`src/rtl/init_deal_ctrl.sv`:
```
`default_nettype none
// ---------------------------------------------------------------------------
// init_deal_ctrl : alternating initial-deal draw sequencer for one board
// Rev 1.0
// ---------------------------------------------------------------------------
module init_deal_ctrl #(
  parameter int PLAYER      = 0,
  parameter int TOTAL_DRAWS = 28
) (
  input  logic         clk,
  input  logic         rst,
  input  logic         start_game,
  input  logic [105:0] available_card,
  input  logic         draw_ack,
  input  logic         peer_draw,
  output logic         deal_en,
  output logic [6:0]   deal_card,
  output logic [3:0]   deal_msg_type,
  output logic [4:0]   deal_count,
  output logic         my_init_turn,
  output logic         deal_busy,
  output logic         deal_done,
  output logic         deal_error
);

  localparam logic [6:0] c_num_cards = 7'd106;
  localparam logic [6:0] c_last_card = 7'd105;
  localparam logic [6:0] c_lfsr_seed = 7'h5A;
  localparam logic [4:0] c_total     = 5'(TOTAL_DRAWS);
  localparam logic       c_player    = 1'(PLAYER);

  typedef enum logic [2:0] {
    S_IDLE     = 3'd0,
    S_TURN     = 3'd1,
    S_SEARCH   = 3'd2,
    S_ISSUE    = 3'd3,
    S_WAIT_ACK = 3'd4,
    S_DONE     = 3'd5,
    S_ERR      = 3'd6
  } state_t;

  state_t     state_q, state_d;
  logic [4:0] count_q, count_d;
  logic [6:0] card_q, card_d;
  logic [6:0] lfsr_q, lfsr_d;
  logic [6:0] ptr_q, ptr_d;
  logic [6:0] miss_q, miss_d;
  logic       deal_en_q, deal_en_d;
  logic       my_turn_q, my_turn_d;
  logic       busy_q, busy_d;
  logic       done_q, done_d;
  logic       err_q, err_d;
  logic       w_own_turn;
  logic       w_can_inc;
  logic       w_active_d;

  always_comb begin
    state_d    = state_q;
    count_d    = count_q;
    card_d     = card_q;
    ptr_d      = ptr_q;
    miss_d     = miss_q;
    lfsr_d     = {lfsr_q[5:0], lfsr_q[6] ^ lfsr_q[5]};
    w_own_turn = (count_q[0] == c_player);
    w_can_inc  = (count_q < c_total);

    unique case (state_q)
      S_IDLE, S_DONE, S_ERR: begin
        if (start_game) begin
          state_d = S_TURN;
          count_d = 5'd0;
        end
      end
      S_TURN: begin
        if (count_q >= c_total) begin
          state_d = S_DONE;
        end else if (w_own_turn) begin
          state_d = S_SEARCH;
          miss_d  = 7'd0;
          // Fold the 7-bit random value into the 0..105 card range.
          ptr_d   = (lfsr_q < c_num_cards) ? lfsr_q : (lfsr_q - c_num_cards);
        end else if (peer_draw && w_can_inc) begin
          count_d = count_q + 5'd1;
        end
      end
      S_SEARCH: begin
        if (available_card[ptr_q]) begin
          card_d  = ptr_q;
          state_d = S_ISSUE;
        end else if (miss_q == c_last_card) begin
          state_d = S_ERR;
        end else begin
          miss_d = miss_q + 7'd1;
          ptr_d  = (ptr_q == c_last_card) ? 7'd0 : (ptr_q + 7'd1);
        end
      end
      S_ISSUE: begin
        state_d = S_WAIT_ACK;
      end
      S_WAIT_ACK: begin
        if (draw_ack) begin
          state_d = S_TURN;
          if (w_can_inc) begin
            count_d = count_q + 5'd1;
          end
        end
      end
      default: begin
        state_d = S_IDLE;
      end
    endcase

    w_active_d = (state_d == S_TURN) || (state_d == S_SEARCH) ||
                 (state_d == S_ISSUE) || (state_d == S_WAIT_ACK);
    deal_en_d  = (state_d == S_ISSUE);
    my_turn_d  = w_active_d && (count_d[0] == c_player);
    busy_d     = w_active_d;
    done_d     = (state_d == S_DONE);
    err_d      = (state_d == S_ERR);
  end

  always_ff @(posedge clk or negedge rst) begin
    if (!rst) begin
      state_q   <= S_IDLE;
      count_q   <= 5'd0;
      card_q    <= 7'd0;
      lfsr_q    <= c_lfsr_seed;
      ptr_q     <= 7'd0;
      miss_q    <= 7'd0;
      deal_en_q <= 1'b0;
      my_turn_q <= 1'b0;
      busy_q    <= 1'b0;
      done_q    <= 1'b0;
      err_q     <= 1'b0;
    end else begin
      state_q   <= state_d;
      count_q   <= count_d;
      card_q    <= card_d;
      lfsr_q    <= lfsr_d;
      ptr_q     <= ptr_d;
      miss_q    <= miss_d;
      deal_en_q <= deal_en_d;
      my_turn_q <= my_turn_d;
      busy_q    <= busy_d;
      done_q    <= done_d;
      err_q     <= err_d;
    end
  end

  assign deal_en       = deal_en_q;
  assign deal_card     = card_q;
  assign deal_msg_type = 4'd6;
  assign deal_count    = count_q;
  assign my_init_turn  = my_turn_q;
  assign deal_busy     = busy_q;
  assign deal_done     = done_q;
  assign deal_error    = err_q;

endmodule
`default_nettype wire

```
`config.mk`:
```
export PLATFORM = sky130hd
export DESIGN_NAME = init_deal_ctrl
export DESIGN_NICKNAME = d
export VERILOG_FILES = /design/src/rtl/init_deal_ctrl.sv
export SDC_FILE = /design/constraint.sdc
export NUM_CORES = 1
export LEC_CHECK = 0
export CAP_MARGIN = 0
export CORE_ASPECT_RATIO = 1.1
export CORE_UTILIZATION = 40
export DETAILED_ROUTE_END_ITERATION = 12
export HOLD_SLACK_MARGIN = 0.08
export PLACE_DENSITY_LB_ADDON = 0.25
export SYNTH_ARGS = -nofsm -noshare
export SYNTH_HDL_FRONTEND = slang
export SYNTH_SLANG_ARGS = --single-unit
```
`constraint.sdc`:
```
create_clock -name clk -period 3.55 [get_ports clk]
set_clock_uncertainty 0.05 [all_clocks]
set_input_delay 1.065 -clock clk [delete_from_list [all_inputs] [get_ports clk]]
set_output_delay 1.065 -clock clk [all_outputs]
set_load 0.01 [all_outputs]
```
==> results by group <==
Global routing
  • Vias in the first global route: 3014
  • First-pass GRT wire length: around 13000 um
  • Antenna violations before repair: 0
  • GRT overflow: 0
  • Largest net degree at the start of global routing: 42
  • Total GRT Usage: between 20% and 30%

Synth
  • Number of flops mapped to enable cells by yosys: 0
  • Post-Syn Area: 3230 um2
  • Yosys cell types: 63
  • Sequential area share after synthesis: 31.9%
  • Gate Count Post-Synth: 332
  • Syn Area/Cell: 9.73 um2
  • Synthesis-stage register bit count: 41
  • Top cell type's share of synthesized area: between 20% and 30%
  • Syn. warnings: 0
  • Top post-synthesis cells by area: dfrtp_1, mux4_2, mux4_1
  • Main flop type after synthesis: dfrtp_1
  • Post-synth top area cell: dfrtp_1
  • Synth async-reset ratio: 100%

Detailed routing
  • Total vias in the final route: approximately 3200
  • Initial DRC count: 199
  • Antenna Violating Nets Remaining: 0
  • Final wirelength: 8560 um
  • DR WL/cell: 15.0 um
  • First drt pass iteration count: 4
  • Vias per cell: around 5.5
  • DRC viols: 0

Critical path
  • Crit-path slowest cell: mux4_1
  • WS Path Type: in2reg
  • Critical path required time: between 3 and 4 ns
  • CP max stage delay: between 0.4 and 0.5 ns
  • Crit path max-delay family: multiplexers
  • Startpoint Class: input port
  • Worst Path Buf+Inv: 2
  • Crit. End Element: flop
  • Critical Path Fanout Max: 4
  • WP data arrival: roughly 3.6 ns
  • CP cell instances: clkdlybuf4s50_1, mux4_1, mux2_2, o2bb2ai_1, a311oi_4, buf_4, o211ai_1, or3_1, a21oi_1

Cells and area
  • Final design utilization: between 50% and 60%
  • Fraction of layout cells with a size suffix above 1: a little under an eighth
  • Post-layout instance area: ~4700 um2
  • FF+latch area: a little over 1000 um2
  • Footprint of the multi-input gates: 2000 um2
  • Layout Nets: 580
  • Area growth, synth to finish: 45.6%
  • # diodes: 0
  • Filler Cell Count: ~660

Clocking
  • CTS resizes: 0
  • Longest Clk Path Bufs: 2
  • Clock transition at path regs: 0.08 ns
  • CTS tree: built
  • Post-CTS Hold Fix Bufs: 0
  • Clock sink count: 41
  • Later-pin clock latency in the skew report: around 0.30 ns
  • CTS Buf Count: 5
  • Clk Tree Root Cell: clkbuf_8
  • Total setup buffers inserted after CTS: 0
  • H-Tree Depth: 2

Placement
  • I/O Buffers: about 130
  • RePlAce Congestion: just under 0.9
  • HPWL Detailed: approximately 7000 um
  • DP Area: 4620 um2

Run status
  • Status: finished, final reports clean

STA
  • Hold_ws: roughly 0.35 ns
  • Endpoints failing setup: 0
  • Fmax: approximately 0.29 GHz
  • RSZ-0062 raised after global routing: false
  • Fin crit period: ~3.4 ns
  • Setup TNS: 0 ns
  • Final Max Slew Viols: 0
  • Post-route clock period utilization: between 90% and 100%
  • Hold Vio Cnt, Final: 0
  • Worst Tran Pin Value: just under 0.9 ns
  • Rel. slew slack: 41.3%

Power and ir drop
  • Pwr/cell area: around 580 nW/um2
  • Total power: between 2 and 3 mW
  • Leakage: about 1.9 nW
  • Max VDD drop: roughly 220 uV

Die
  • Core area: 7870 um2
  • Height of the die: 96.2 um
  • FP Rows: 34
  • Top-level port count: ~130
  • Die width: between 80 and 90 um
  • Die Area: between 8000 and 9000 um2
  • Initial Util: roughly two fifths

Hold path
  • Worst Hold Class: reg2reg

Run
  • # Max-Cap Violations: 0
==> worst reg2reg max path: stages (launching register included) <==
cell and delay (ns):
dfrtp_2 0.71, buf_4 0.43, mux2i_1 0.16, a22o_1 0.24
a221oi_1 0.22, o31a_1 0.22, a311oi_4 0.13, nor2_2 0.19
nand2_2 0.08, inv_2 0.13, buf_4 0.16, mux2_2 0.33
==> final cells by class <==
type,count,share of cell area [%]
clock inverter,3,0.372
clock buffer,5,1.46
inverter,20,1.60
tap,108,2.87
multi-input combinational,252,42.6
sequential,41,21.9
timing repair buffer,141,29.2
==> sequential cells by signal, summed over array words and instances (netlist names) <==
register and count:
deal_count 5, my_init_turn 1, miss_q 7, state_q 3, deal_error 1, lfsr_q 7
deal_en 1, deal_busy 1, ptr_q 7, deal_card 7, deal_done 1
==> metal layers <==
layer | part of all wire (%) | global-route usage (%) | vias to the layer above
met5 | 0 | 0 | -
met4 | 1.7 | 9.15 | 0
met3 | 6.5 | 3.69 | 12
met2 | 53 | 37.4 | 145
met1 | 38 | 23.2 | 1499
li1 | - | - | 1507
==> synth_stat cells, types with 2 or more instances <==
| library cell | n |
|---|---|
| o211ai_1 | 7 |
| a21oi_1 | 13 |
| and2_1 | 3 |
| nand2b_1 | 5 |
| and3_1 | 7 |
| conb_1 | 2 |
| nor2_1 | 19 |
| dfrtp_1 | 37 |
| o21ai_0 | 25 |
| inv_1 | 17 |
| nand2_1 | 32 |
| nand4_1 | 3 |
| dfstp_2 | 4 |
| buf_4 | 4 |
| a211oi_1 | 2 |
| nand2_2 | 2 |
| clkbuf_1 | 10 |
| mux2i_1 | 16 |
| a31oi_1 | 5 |
| buf_1 | 2 |
| nor3b_1 | 4 |
| nand3_1 | 8 |
| o22ai_1 | 5 |
| buf_2 | 2 |
| nor2b_1 | 6 |
| a22oi_1 | 5 |
| buf_6 | 2 |
| mux4_1 | 8 |
| xnor2_1 | 3 |
| mux4_2 | 13 |
| ha_1 | 8 |
| inv_2 | 2 |
| mux2_2 | 7 |
| or4_1 | 6 |
| o31a_1 | 2 |
| o31ai_1 | 2 |
| nor3_1 | 8 |
==> final timing paths <==
kind,from,endpoint,slack (ns),cells after the start
hold / removal,lfsr_q[3],lfsr_q[4],0.35,0
hold reg to reg,lfsr_q[3],lfsr_q[4],0.35,0
setup / recovery,available_card[8],miss_q[3],0.12,9
min in group asynchronous,rst,deal_count[3],0.83,1
setup reg to reg,ptr_q[0],deal_card[6],0.39,11
max in group asynchronous,rst,ptr_q[0],2.00,1
==> cells in the final DEF, fill, tap and decap left out, types with 4 or more instances in the layout <==
| cell | n |
|---|---|
| clkdlybuf4s50_1 | 126 |
| dfrtp_1 | 36 |
| nand2_1 | 32 |
| o21ai_0 | 25 |
| nor2_1 | 19 |
| inv_1 | 17 |
| mux2i_1 | 16 |
| buf_4 | 14 |
| mux4_2 | 13 |
| a21oi_1 | 13 |
| mux4_1 | 8 |
| nand3_1 | 8 |
| nor3_1 | 8 |
| ha_1 | 8 |
| and3_1 | 7 |
| mux2_2 | 7 |
| o211ai_1 | 7 |
| nor2b_1 | 6 |
| or4_1 | 6 |
| a22oi_1 | 5 |
| a31oi_1 | 5 |
| nand2b_1 | 5 |
| o22ai_1 | 5 |
| clkbuf_8 | 5 |
| nor3b_1 | 4 |
| conb_1 | 4 |
| dfstp_2 | 4 |
==> kinds of logic after synthesis <==
kind of cell,synth area share [%]
AOI/OAI and AO/OA,17.2
xor gates and xnor gates,1.09
adders and majority gates,3.10
buffers and inverters,6.28
DFF,31.9
muxes,23.0
other,0.233
and+or+nand+nor,17.2
==> power breakdown <==
group | internal [mW] | switching (mW)
logic | 0.868 | 0.773
clock network | 0.136 | 0.163
registers | 0.580 | 0.230
==> metrics by stage <==
stage,setup slack (ns),cells
finish,0.123,570
global placement,-0.132,562
CTS,0.111,570
floorplan,0.267,334
global route,0.00157,570
detailed placement,-0.187,562
(Power assumes the default switching activity.)
